===== src/rtl/ser_pkg.sv =====
// Shared field widths and transmit FSM states for the link serializer.
package ser_pkg;
  localparam int ADDR_W  = 3;
  localparam int DATA_W  = 16;
  localparam int FRAME_W = ADDR_W + DATA_W;

  typedef enum logic [1:0] {IDLE, SHIFT, TRAIL, GAP} state_t;
endpackage


===== src/rtl/tx_fifo.sv =====
// Single-clock FIFO with registered count/full/empty; writes while full are dropped.
// Read data is the head entry, valid whenever empty is low; pop takes effect at the edge.
module tx_fifo #(
  parameter int WIDTH = 19,
  parameter int DEPTH = 4
) (
  input  logic             clk,
  input  logic             rst,
  input  logic             wr,
  input  logic [WIDTH-1:0] wdata,
  input  logic             rd,
  output logic [WIDTH-1:0] rdata,
  output logic             full,
  output logic             empty
);
  localparam int PW = (DEPTH > 1) ? $clog2(DEPTH) : 1;
  localparam int CW = $clog2(DEPTH + 1);

  logic [WIDTH-1:0] mem [DEPTH];
  logic [PW-1:0]    wptr, rptr;
  logic [CW-1:0]    count, count_n;
  logic             wr_ok, rd_ok;

  assign wr_ok = wr & ~full;
  assign rd_ok = rd & ~empty;
  assign rdata = mem[rptr];

  always_comb begin
    count_n = count;
    case ({wr_ok, rd_ok})
      2'b10:   count_n = count + 1'b1;
      2'b01:   count_n = count - 1'b1;
      default: count_n = count;
    endcase
  end

  always_ff @(posedge clk) begin
    if (wr_ok) mem[wptr] <= wdata;
  end

  always_ff @(posedge clk) begin
    if (rst) begin
      wptr  <= '0;
      rptr  <= '0;
      count <= '0;
      full  <= 1'b0;
      empty <= 1'b1;
    end else begin
      if (wr_ok) wptr <= wptr + 1'b1;
      if (rd_ok) rptr <= rptr + 1'b1;
      count <= count_n;
      full  <= (count_n == CW'(DEPTH));
      empty <= (count_n == '0);
    end
  end
endmodule


===== src/rtl/serializer.sv =====
// Queues {addr,data} words and shifts each out MSB-first on a divided serial clock, with load/stop strobes.
// First bit appears two edges after the write; writes while P_FULL is high are dropped and flagged.
module serializer #(
  parameter int ADDR_W  = ser_pkg::ADDR_W,
  parameter int DATA_W  = ser_pkg::DATA_W,
  parameter int CLK_DIV = 2,
  parameter int GAP_CYC = 4,
  parameter int DEPTH   = 4
) (
  input  logic              CLK,
  input  logic              RST,
  input  logic [ADDR_W-1:0] P_ADDR,
  input  logic [DATA_W-1:0] P_DATA,
  input  logic              P_WR,
  output logic              P_FULL,
  output logic              OVERFLOW,
  output logic              TX_CLK,
  output logic              TX_DATA,
  output logic              TX_LOAD,
  output logic              TX_STOP,
  output logic              BUSY
);
  localparam int FRAME_W = ADDR_W + DATA_W;
  localparam int HC_W    = (CLK_DIV > 1) ? $clog2(CLK_DIV) : 1;
  localparam int GC_W    = (GAP_CYC > 1) ? $clog2(GAP_CYC) : 1;
  localparam logic [HC_W-1:0] HC_LAST  = HC_W'(CLK_DIV - 1);
  localparam logic [GC_W-1:0] GAP_LAST = GC_W'((GAP_CYC > 0) ? GAP_CYC - 1 : 0);
  localparam logic [4:0]      LAST_BIT = 5'(FRAME_W - 1);

  ser_pkg::state_t      state_q, state_n;
  logic [HC_W-1:0]      hcnt_q, hcnt_n;
  logic [GC_W-1:0]      gcnt_q, gcnt_n;
  logic [4:0]           bcnt_q, bcnt_n;
  logic                 phase_q, phase_n;
  logic [FRAME_W-1:0]   sreg_q, sreg_n;
  logic                 pop, fifo_full, fifo_empty;
  logic [FRAME_W-1:0]   fifo_rdata;

  tx_fifo #(.WIDTH(FRAME_W), .DEPTH(DEPTH)) u_fifo (
    .clk   (CLK),
    .rst   (RST),
    .wr    (P_WR),
    .wdata ({P_ADDR, P_DATA}),
    .rd    (pop),
    .rdata (fifo_rdata),
    .full  (fifo_full),
    .empty (fifo_empty)
  );

  always_comb begin
    state_n = state_q;
    hcnt_n  = hcnt_q;
    gcnt_n  = gcnt_q;
    bcnt_n  = bcnt_q;
    phase_n = phase_q;
    sreg_n  = sreg_q;
    pop     = 1'b0;
    case (state_q)
      ser_pkg::IDLE: begin
        if (!fifo_empty) begin
          pop     = 1'b1;
          sreg_n  = fifo_rdata;
          bcnt_n  = '0;
          hcnt_n  = '0;
          phase_n = 1'b0;
          state_n = ser_pkg::SHIFT;
        end
      end
      ser_pkg::SHIFT, ser_pkg::TRAIL: begin
        if (hcnt_q != HC_LAST) begin
          hcnt_n = hcnt_q + 1'b1;
        end else begin
          hcnt_n  = '0;
          phase_n = ~phase_q;
          // A bit period ends after its high phase; the next bit starts low.
          if (phase_q) begin
            if (state_q == ser_pkg::TRAIL) begin
              gcnt_n  = '0;
              state_n = (GAP_CYC == 0) ? ser_pkg::IDLE : ser_pkg::GAP;
            end else if (bcnt_q == LAST_BIT) begin
              state_n = ser_pkg::TRAIL;
            end else begin
              bcnt_n = bcnt_q + 1'b1;
              sreg_n = {sreg_q[FRAME_W-2:0], 1'b0};
            end
          end
        end
      end
      ser_pkg::GAP: begin
        if (gcnt_q == GAP_LAST) state_n = ser_pkg::IDLE;
        else                    gcnt_n  = gcnt_q + 1'b1;
      end
      default: state_n = ser_pkg::IDLE;
    endcase
  end

  always_ff @(posedge CLK) begin
    if (RST) begin
      state_q  <= ser_pkg::IDLE;
      hcnt_q   <= '0;
      gcnt_q   <= '0;
      bcnt_q   <= '0;
      phase_q  <= 1'b0;
      sreg_q   <= '0;
      OVERFLOW <= 1'b0;
      TX_CLK   <= 1'b0;
      TX_DATA  <= 1'b0;
      TX_LOAD  <= 1'b0;
      TX_STOP  <= 1'b0;
      BUSY     <= 1'b0;
    end else begin
      state_q  <= state_n;
      hcnt_q   <= hcnt_n;
      gcnt_q   <= gcnt_n;
      bcnt_q   <= bcnt_n;
      phase_q  <= phase_n;
      sreg_q   <= sreg_n;
      OVERFLOW <= OVERFLOW | (P_WR & fifo_full);
      // Outputs trail the internal state by one edge so every pin is a flop.
      TX_CLK   <= ((state_q == ser_pkg::SHIFT) || (state_q == ser_pkg::TRAIL)) && phase_q;
      TX_DATA  <= (state_q == ser_pkg::SHIFT) && sreg_q[FRAME_W-1];
      TX_LOAD  <= (state_q == ser_pkg::SHIFT) && (bcnt_q == LAST_BIT);
      TX_STOP  <= (state_q == ser_pkg::TRAIL);
      // Stay busy through the one-cycle IDLE between queued frames.
      BUSY     <= (state_q != ser_pkg::IDLE) || (BUSY && !fifo_empty);
    end
  end

  assign P_FULL = fifo_full;
endmodule

===== config.mk =====
export PLATFORM = sky130hd
export DESIGN_NAME = serializer
export DESIGN_NICKNAME = d
export VERILOG_FILES = /design/src/rtl/ser_pkg.sv /design/src/rtl/tx_fifo.sv /design/src/rtl/serializer.sv
export SDC_FILE = /design/constraint.sdc
export NUM_CORES = 1
export LEC_CHECK = 0
export ABC_CLOCK_PERIOD_IN_PS = 3200
export BUFFER_PORTS_ARGS = -buffer_cell sky130_fd_sc_hd__buf_2
export CORE_MARGIN = 5
export CORE_UTILIZATION = 36
export CTS_CLUSTER_DIAMETER = 150
export CTS_CLUSTER_SIZE = 12
export DETAILED_ROUTE_END_ITERATION = 8
export PLACE_DENSITY = 0.56
export SYNTH_ARGS = -nofsm -noshare
export SYNTH_HDL_FRONTEND = slang
export SYNTH_SLANG_ARGS = --single-unit
export TNS_END_PERCENT = 100

===== constraint.sdc =====
create_clock -name CLK -period 3.2 [get_ports CLK]
set_input_delay 0.16 -clock CLK [delete_from_list [all_inputs] [get_ports CLK]]
set_output_delay 0.16 -clock CLK [all_outputs]
set_load 0.02 [all_outputs]

==> results of run 1 <==
worst max-delay path, stage by stage (launching register included):
cell	delay, ns
dfxtp_1	0.33
inv_1	0.10
ha_1	0.23
nor2b_1	0.32
ha_1	0.25
inv_1	0.06
fa_1	0.40
xor2_1	0.17
or3_1	0.31
a21oi_1	0.22
nor2b_1	0.16
metrics by stage:
| step | util [%] | setup WS (ns) | hold slack (ns) | area, um2 |
|---|---|---|---|---|
| after global placement | 38.7 | 0.723 | 0.371 | 5350 |
| final | 44.2 | 0.586 | 0.134 | 6110 |
| after global routing | 44.2 | 0.333 | 0.149 | 6110 |
| after CTS | 44.2 | 0.565 | 0.120 | 6110 |
| after floorplan | - | 0.832 | 0.259 | 5050 |
| after detailed placement | 38.7 | 0.591 | 0.379 | 5350 |
logic make-up (layout without fill, tap and decap cells):
family / count (synthesis) / in the layout
buffers and inverters: 32 / 104
and+or+nand+nor: 76 / 76
muxes: 38 / 38
AOI/OAI and AO/OA: 52 / 52
DFF: 123 / 123
adders and majority gates: 13 / 13
xor gates and xnor gates: 5 / 5
registers in the layout, indices dropped and copies added, names as in the netlist, 2 cells and up, named ones only:
register / flops
bcnt_q: 5
gcnt_q: 2
sreg_q: 19
state_q: 2
u_fifo.count: 3
u_fifo.mem: 76
u_fifo.rptr: 2
u_fifo.wptr: 2
layer usage:
metal  global-route usage (%)  share of wire [%]  up-vias
met2                     19.5                 49       52
met4                     5.62                1.9        0
met1                     15.0                 46     1431
met5                        0                  0        -
li1                         -                  -     1412
met3                     3.74                3.4       12
power groups by stage:
stage,sequential [mW],combinational (mW),clock [mW]
final,2.00,1.25,1.78
after global placement,2.02,1.22,0
after CTS,2.00,1.27,1.82
after floorplan,2.01,1.04,0
after detailed placement,2.03,1.24,0
after global routing,2.02,1.40,1.89
area by class of cell:
cell class | count | share of cell area [%]
clock buffers | 18 | 7.19
flip-flops and latches | 123 | 52.7
well taps | 180 | 3.68
repair buffers | 56 | 6.55
clock inverters | 14 | 2.01
multi-input cells | 184 | 26.9
inverters | 16 | 0.983
worst paths after layout:
path	start	to	slack, ns	cells past startpoint
setup / recovery	state_q[0]	u_fifo.full	0.59	10
hold / removal	RST	u_fifo.count[1]	0.13	2
setup reg to reg	state_q[0]	u_fifo.full	0.59	10
hold reg to reg	OVERFLOW	OVERFLOW	0.46	2
cell usage in the layout (no fill, tap or decap), types with 5 or more instances in the layout:
master         instances
buf_2                 28
o21ai_0                5
nand2_1               27
clkinvlp_4             5
edfxtp_1              76
o22ai_1               18
ha_1                  12
buf_4                  8
nor2b_1                6
dlygate4sd3_1         20
mux4_1                19
and3_1                 5
clkbuf_16             17
mux2i_1               19
nor2_1                15
a21oi_1               16
inv_1                 15
and2_1                 6
dfxtp_1               47
what timing repair did:
item                                   in CTS  in global routing
endpoints found under the hold margin      77                  0
setup endpoints to repair                   0                  0
hold buffers                               20                  0
gates resized for setup                     0                  0
==> metrics.md, run 1 <==
| Metric | Value |
|---|---|
| Sw Share | `29.8%` |
| CP max FO | `5` |
| Post-synth EDFFs | `76` |
| Placed Cells | `539` |
| # DRC | `0` |
| Wire per inst | `approximately 15 um` |
| Yosys warns | `0` |
| Simple-Gate Fraction of Synth Area | `7.90%` |
| Std cell rows | `43` |
| CTS tree | `built` |
| Adder-Cell Fraction of Synth Area | `3.37%` |
| Internal | `between 3 and 4 mW` |
| Port Buffer Count | `28` |
| DR vias | `2907` |
| Mux contribution to synthesized area | `13.6%` |
| Synth Instances | `339` |
| Clock Sinks | `about 120` |
| Largest net degree at the start of global routing | `22` |
| CTS Buf Count | `17` |
| RSZ-0062 raised after global routing | `false` |
| Pwr dens | `822 nW/um2` |
| Skew final | `0.00608 ns` |
| Switching power | `1.50 mW` |
| Top-count cell post-synth | `edfxtp_1` |
| Clk buf depth | `2` |
| CP startpoint kind | `flop` |
| Mapped Avg Cell Area | `around 15 um2` |
| Core footprint | `13800 um2` |
| Hold Fails Final Rpt | `0` |
| Final Total Pwr | `5.03 mW` |
| Initial DRC count | `79` |
| Xor and xnor area share after synthesis | `less than 1%` |
| Dominant cell type by area after synthesis | `edfxtp_1` |
| Main combinational cell family by area after synthesis | `multiplexers` |
| Crit end category | `flop` |
| Lkg Pwr | `2.27 nW` |
| Effective utilization at floorplan | `36.5%` |
| Drt total wl | `9120 um` |
| WP data arrival | `between 2 and 3 ns` |
| Post-synth cell types | `45` |
| Syn Nets | `~370` |
| Setup tns final | `0 ns` |
| Ant. Diodes | `0` |
| Die ar. | `approximately 16000 um2` |
| Initial antenna violation count | `0` |
| CTS clock-pin slew for the worst setup and hold paths | `0.06 ns` |
| Synth Flop Type | `edfxtp_1` |
| Asr flop ratio synth | `0%` |
| Area of the multi-input gates | `1640 um2` |
| 1st-pass router iterations | `5` |
| Crit Path Class | `reg -> reg` |
| Max Cap Viol | `0` |
| Top post-synthesis cells by area | `edfxtp_1 (45%), dfxtp_1 (19%), mux4_1 (9.9%), mux2i_1 (3.8%), ha_1 (3.0%)` |
| Synthesized area | `5050 um2` |
| Fill cells | `1230` |
| Final setup vio count | `0` |
| #FFs+latches synth | `123` |
| Post-CTS setup repair buffer count | `0` |
| GP Congestion | `0.754` |
| Worst-Skew Late Latency | `between 0.4 and 0.5 ns` |
| Boundary pin count | `29` |
| Sequential fraction of the synthesis area | `63.8%` |
| Worst min-delay path class | `in -> reg` |
| Worst VDD drop | `0.000347 V` |
| Vias in the first global route | `2992` |
| Tot GR Track Use | `12.1%` |
| Compound-Gate Fraction of Synth Area | `6.71%` |
| Clock power share | `35.4%` |
| Final Critical Period | `2.61 ns` |
| Status | `finished clean` |
| Flop pwr share | `between 30 and 40%` |
| Yosys top cell area share | `45.2%` |
| Slew headroom | `38.0%` |
| Via density | `4.92` |
| Sequential cell area | `3220 um2` |
| Cell Count, Final, Fillers Out | `591` |
| Antenna viol nets, final | `0` |
| CTS Root Cell | `clkbuf_16` |
| Post-DP HPWL | `about 5500 um` |
| Worst slew pin tran | `roughly 0.93 ns` |
| Fmax | `0.383 GHz` |
| First-pass GRT wire length | `about 15000 um` |
| Worst path required time | `3.54 ns` |
| P&R area growth vs syn | `21.0%` |
| Pins over their slew limit | `0` |
| H-tree depth | `4` |
| GR Overflow Total | `0` |
| Die X-Extent | `about 130 um` |
| Layout cells sized above 1 | `18.5%` |
| Crit share post-route | `about four fifths` |
| # nets final | `433` |
| Comb pwr share | `24.9%` |
| Synth top cells by count | `edfxtp_1 (76), dfxtp_1 (47), nand2_1 (27)` |
| Die Y | `128 um` |
No activity file was read; power rests on OpenSTA's default activity.
==> run 2, diff against run 1 <==
--- a/config.mk
+++ b/config.mk
@@ -5,7 +5,7 @@
 export SDC_FILE = /design/constraint.sdc
 export NUM_CORES = 1
 export LEC_CHECK = 0
-export ABC_CLOCK_PERIOD_IN_PS = 3200
+export ABC_CLOCK_PERIOD_IN_PS = 2600
 export BUFFER_PORTS_ARGS = -buffer_cell sky130_fd_sc_hd__buf_2
 export CORE_MARGIN = 5
 export CORE_UTILIZATION = 36
==> constraint.sdc (replaced) <==
create_clock -name CLK -period 2.6 [get_ports CLK]
set_input_delay 0.13 -clock CLK [delete_from_list [all_inputs] [get_ports CLK]]
set_output_delay 0.13 -clock CLK [all_outputs]
set_load 0.02 [all_outputs]
==> metrics.md, run 2 (synthesis gave the netlist of run 1 again) <==
| Metric | Value |
|---|---|
| Register-to-Register Path Depth | `10` |
| Reg2Reg Setup Slack | `0.22 ns` |
| Worst stage delay on the critical path | `0.42 ns` |
| Core footprint | `13800 um2` |
| GR Overflow Total | `0` |
| CP max FO | `5` |
| Std cell rows | `43` |
| Layout cells sized above 1 | `18.6%` |
| Vias in the first global route | `3017` |
| Fin util | `44.3%` |
| GP Congestion | `0.708` |
| Effective utilization at floorplan | `36.5%` |
| Final Critical Period | `2.38 ns` |
| Leading cell type in the layout, fill and taps excluded | `edfxtp_1` |
| Boundary pin count | `29` |
| H-tree depth | `4` |
| Worst path required time | `2.94 ns` |
| Die ar. | `16500 um2` |
| Slowest CP cell | `fa_1` |
| DR vias | `2859` |
| Worst VDD drop | `slightly below 0.0006 V` |
| Worst hold path depth | `2` |
| Die X-Extent | `128 um` |
| Max Cap Viol | `0` |
| Most frequent CP cell | `inv_1` |
| Status | `finished clean` |
| Post-CTS setup repair buffer count | `0` |
| Worst min-delay path class | `in -> reg` |
| # nets final | `436` |
| Die Y | `128 um` |
| RSZ-0062 raised after global routing | `false` |
| Top flop regs | `u_fifo.mem x76, sreg_q x19, bcnt_q x5` |
| CTS tree | `built` |
| Worst slew pin tran | `between 0.4 and 0.5 ns` |
| Post-DP HPWL | `5490 um` |
| Reg-to-reg startpoint | `state_q[0]` |
| Setup tns final | `0 ns` |
| # DRC | `0` |
| Hold EP | `TX_STOP` |
| Clock Sinks | `~120` |
| Largest net degree at the start of global routing | `22` |
| CTS clock-pin slew for the worst setup and hold paths | `0.05 ns` |
| Final Total Pwr | `6.15 mW` |
| Slew headroom | `67.6%` |
| Antenna viol nets, final | `0` |
| CP startpoint kind | `flop` |
| Initial DRC count | `171` |
| Ant. Diodes | `0` |
| WP data arrival | `2.72 ns` |
| Pins over their slew limit | `0` |
| P&R area growth vs syn | `21.2%` |
| Pwr dens | `1010 nW/um2` |
| Clk buf depth | `2` |
| 1st-pass router iterations | `4` |
| Skew final | `between 0.01 and 0.015 ns` |
| Drt total wl | `9250 um` |
| Crit end category | `flop` |
| First-pass GRT wire length | `around 15000 um` |
| Crit Path Class | `reg -> reg` |
| Final setup vio count | `0` |
| Most frequent cells in the layout | `edfxtp_1 (76), dfxtp_1 (47), buf_2 (28), nand2_1 (27), dlygate4sd3_1 (20)` |
| Lkg Pwr | `2.27 nW` |
| Top reg by flops | `u_fifo.mem` |
| Number of flip-flops in the largest register | `76` |
| Worst-path cell chain | `inv_1 -> ha_2 -> nor2b_2 -> ha_1 -> inv_1 -> fa_1 -> xor2_1 -> or3_1 -> a21oi_2 -> nor2b_1` |
| Wire per inst | `15.6 um` |
| Port Buffer Count | `28` |
| Tot GR Track Use | `between 10% and 20%` |
| Initial antenna violation count | `0` |
| Crit share post-route | `91.5%` |
| CTS Root Cell | `clkbuf_16` |
| Reg2Reg Capture Point | `u_fifo.full` |
| Hold_sp | `RST` |
| Hold Fails Final Rpt | `0` |
| Fmax | `~0.42 GHz` |
| CTS Buf Count | `17` |
| Worst-Skew Late Latency | `0.41 ns` |
| Via density | `4.81` |
run 2: layout make-up:
class	instances	area, um2
fill	1233	7710
clock buffer	20	437
timing repair buffer	59	423
inverter	16	60.1
clock inverter	12	101
multi-input combinational	184	1650
sequential	123	3220
tap	180	225
run 2: per-stage QoR:
step | setup WS, ns | cell area [um2] | std cells | hold WS [ns]
after floorplan | 0.232 | 5050 | 339 | 0.229
after global placement | 0.265 | 5370 | 542 | 0.341
after detailed placement | 0.144 | 5370 | 542 | 0.349
after CTS | 0.0899 | 6110 | 594 | 0.0965
after global routing | 0.0109 | 6120 | 594 | 0.129
final | 0.222 | 6120 | 594 | 0.107
run 2: worst max-delay path by stage:
stage | endpoint | startpoint | slack, ns
after global placement | u_fifo.full | state_q[0] | 0.26
after CTS | u_fifo.full | state_q[0] | 0.09
final | u_fifo.full | state_q[0] | 0.22
after floorplan | u_fifo.full | state_q[0] | 0.23
after global routing | u_fifo.full | state_q[0] | 0.01
after detailed placement | u_fifo.full | state_q[0] | 0.14
run 2: power breakdown:
group | total [mW] | leakage (nW) | internal (mW) | switching (mW)
registers | 2.43 | 1.08 | 2.33 | 0.100
logic | 1.59 | 0.938 | 0.698 | 0.891
clock network | 2.13 | 0.255 | 1.30 | 0.827
total | 6.15 | 2.27 | 4.34 | 1.82
run 2: critical path, delay by kind of cell (launching register included):
family | cells | cell delay, ns
xor gates and xnor gates | 1 | 0.19
adders and majority gates | 3 | 0.82
AOI/OAI and AO/OA | 1 | 0.18
DFF | 1 | 0.32
and+or+nand+nor | 3 | 0.62
buffers and inverters | 2 | 0.17
run 2: metal layers:
layer,vias up,routed length (um),GRT usage (%)
met3,10,338,3.86
met4,0,160,5.62
met2,41,4640,20.7
li1,1416,-,-
met5,-,0,0
met1,1392,4120,14.6
run 2: what timing repair did:
item	CTS	global route
resized for setup	0	3
hold buffers	20	0
hold endpoints to repair	77	0
endpoints found under the setup margin	0	2
==> run 3, diff against run 2 <==
--- a/config.mk
+++ b/config.mk
@@ -7,13 +7,16 @@
 export LEC_CHECK = 0
 export ABC_CLOCK_PERIOD_IN_PS = 2600
 export BUFFER_PORTS_ARGS = -buffer_cell sky130_fd_sc_hd__buf_2
+export CORE_ASPECT_RATIO = 0.7
 export CORE_MARGIN = 5
 export CORE_UTILIZATION = 36
 export CTS_CLUSTER_DIAMETER = 150
 export CTS_CLUSTER_SIZE = 12
 export DETAILED_ROUTE_END_ITERATION = 8
+export MAX_ROUTING_LAYER = met4
 export PLACE_DENSITY = 0.56
 export SYNTH_ARGS = -nofsm -noshare
 export SYNTH_HDL_FRONTEND = slang
+export SYNTH_HIERARCHICAL = 1
 export SYNTH_SLANG_ARGS = --single-unit
 export TNS_END_PERCENT = 100
==> metrics.md, run 3 <==
| Metric | Value |
|---|---|
| Slew headroom | `58.2%` |
| Setup tns final | `0 ns` |
| # DRC | `0` |
| #FFs+latches synth | `between 100 and 150` |
| Simple-Gate Fraction of Synth Area | `~7%` |
| Via density | `4.91` |
| Top flop regs | `u_fifo/mem x76, sreg_q x19, bcnt_q x5` |
| Largest net degree at the start of global routing | `33` |
| CP startpoint kind | `flop` |
| Sequential fraction of the synthesis area | `63.5%` |
| Asr flop ratio synth | `0%` |
| DR vias | `3009` |
| Die ar. | `16600 um2` |
| GRT met1 Usage | `between 10% and 20%` |
| WP data arrival | `between 2 and 3 ns` |
| Fill cells | `1266` |
| Vias in the first global route | `3148` |
| GP Congestion | `slightly below 0.8` |
| Skew final | `between 0.009 and 0.01 ns` |
| Die X-Extent | `152 um` |
| Adder-Cell Fraction of Synth Area | `3.35%` |
| Synth top cells by count | `edfxtp_1 (76), dfxtp_1 (47), a21oi_1 (30)` |
| Ant. Diodes | `0` |
| Final instance area | `6310 um2` |
| First-pass GRT wire length | `16400 um` |
| Worst-Skew Late Latency | `0.41 ns` |
| Pwr dens | `about 1200 nW/um2` |
| Compound-Gate Fraction of Synth Area | `about a tenth` |
| 1st-pass router iterations | `4` |
| Area of the multi-input gates | `approximately 1700 um2` |
| CTS clock-pin slew for the worst setup and hold paths | `0.06 ns` |
| Port Buffer Count | `28` |
| Drt total wl | `9720 um` |
| Core footprint | `about 14000 um2` |
| Crit Path Class | `reg -> reg` |
| Number of flip-flops in the largest register | `76` |
| # nets final | `between 400 and 500` |
| Pins over their slew limit | `0` |
| DP Area | `5480 um2` |
| Hold Fails Final Rpt | `0` |
| Final setup vio count | `0` |
| Synthesized area | `5080 um2` |
| Top-count cell post-synth | `edfxtp_1` |
| Synth Flop Type | `edfxtp_1` |
| Dominant cell type by area after synthesis | `edfxtp_1` |
| Layout cells sized above 1 | `22.7%` |
| CTS Root Cell | `clkbuf_16` |
| CTS Buf Count | `17` |
| Met3 usage | `3.66%` |
| Std cell rows | `36` |
| Effective utilization at floorplan | `between 30% and 40%` |
| Crit share post-route | `93.2%` |
| Initial DRC count | `139` |
| Worst path required time | `2.92 ns` |
| Clk buf depth | `2` |
| Mux contribution to synthesized area | `around an eighth` |
| Most frequent cells in the layout | `edfxtp_1 (76), dfxtp_1 (47), a21oi_1 (30), buf_2 (28), dlygate4sd3_1 (20)` |
| Lkg Pwr | `2.24 nW` |
| Yosys top cell area share | `between 40% and 50%` |
| Post-CTS setup repair buffer count | `0` |
| Fmax | `between 0.4 and 0.5 GHz` |
| Die Y | `109 um` |
| Worst slew pin tran | `0.627 ns` |
| Most Crowded Layer GR | `met2` |
| GR Overflow Total | `0` |
| Xor and xnor area share after synthesis | `less than 1%` |
| Tot GR Track Use | `between 10% and 20%` |
| CP max FO | `4` |
| Worst min-delay path class | `in -> reg` |
| Leading cell type in the layout, fill and taps excluded | `edfxtp_1` |
| Worst VDD drop | `around 0.00054 V` |
| Boundary pin count | `29` |
| Syn Nets | `381` |
| Sequential cell area | `~3200 um2` |
| Post-DP HPWL | `5960 um` |
| Crit end category | `flop` |
| Clock Sinks | `about 120` |
| Post-synth EDFFs | `76` |
| Top reg by flops | `u_fifo/mem` |
| CTS tree | `built` |
| H-tree depth | `4` |
| Post-synth cell types | `54` |
| Final Critical Period | `between 2 and 2.5 ns` |
| Yosys warns | `6` |
| Mapped Avg Cell Area | `approximately 15 um2` |
| Synth Instances | `346` |
| Wire per inst | `15.8 um` |
| Main combinational cell family by area after synthesis | `multiplexers` |
| P&R area growth vs syn | `24.3%` |
| Top post-synthesis cells by area | `edfxtp_1 (45%), dfxtp_1 (19%), mux4_1 (4.7%), mux4_2 (4.4%), mux2i_1 (3.7%)` |
| Status | `finished clean` |
| Grt met2 use | `about a fifth` |
| RSZ-0062 raised after global routing | `false` |
| Max Cap Viol | `0` |
| Antenna viol nets, final | `0` |
| Initial antenna violation count | `0` |
-- run 3: critical path, cell delays in order, from the launching register on --
cell and delay (ns):
dfxtp_1 0.32, inv_1 0.10, ha_1 0.17, nor2b_1 0.17
nor2b_4 0.18, ha_1 0.18, inv_1 0.06, fa_1 0.40
xor2_1 0.20, or3_1 0.35, a211oi_2 0.21
-- run 3: worst paths after layout --
kind	from	end	slack, ns	cells after the start
max	state_q[1]	u_fifo/full	0.18	10
min	RST	OVERFLOW	0.23	2
max reg2reg	state_q[1]	u_fifo/full	0.18	10
min reg2reg	OVERFLOW	OVERFLOW	0.46	2
-- run 3: what timing repair did --
action,4_1_cts,5_1_grt
hold buffers,20,0
setup endpoints to repair,0,1
endpoints found under the hold margin,77,0
resized for setup,0,2
-- run 3: cell type report --
| cell class | instances | share of cell area, % |
|---|---|---|
| sequential | 123 | 51.1 |
| multi-input combinational | 191 | 27.1 |
| timing repair buffer | 65 | 7.41 |
| clock buffer | 17 | 6.74 |
| tap | 190 | 3.77 |
| clock inverter | 15 | 3.21 |
| inverter | 12 | 0.714 |
-- run 3: where the power goes --
part	total, mW	switching (mW)	internal (mW)
Clock	2.47	0.926	1.55
Combinational	2.43	1.39	1.04
Sequential	2.55	0.156	2.39
-- run 3: metal layers --
metal	up-vias	part of all wire (%)
li1	1462	-
met1	1485	50
met2	55	45
met3	7	3.7
met4	0	1.2
met5	-	0
-- run 3: through the flow --
stage	setup slack [ns]	cells	power [mW]	utilization, %	hold slack (ns)
final	0.176	613	7.45	45.5	0.227
after CTS	0.120	613	7.50	45.4	0.228
after global routing	0.0256	613	7.90	45.5	0.262
after floorplan	0.179	346	4.39	-	0.229
after detailed placement	0.134	561	4.98	39.5	0.346
after global placement	0.188	561	4.92	39.5	0.341
-- run 3: kinds of logic after synthesis --
group / after synthesis
AO/OA/AOI/OAI: 74
XOR/XNOR: 5
adder cells (fa/ha/maj): 13
buffers and inverters: 32
flip-flops: 123
multiplexers: 38
AND/OR/NAND/NOR: 61
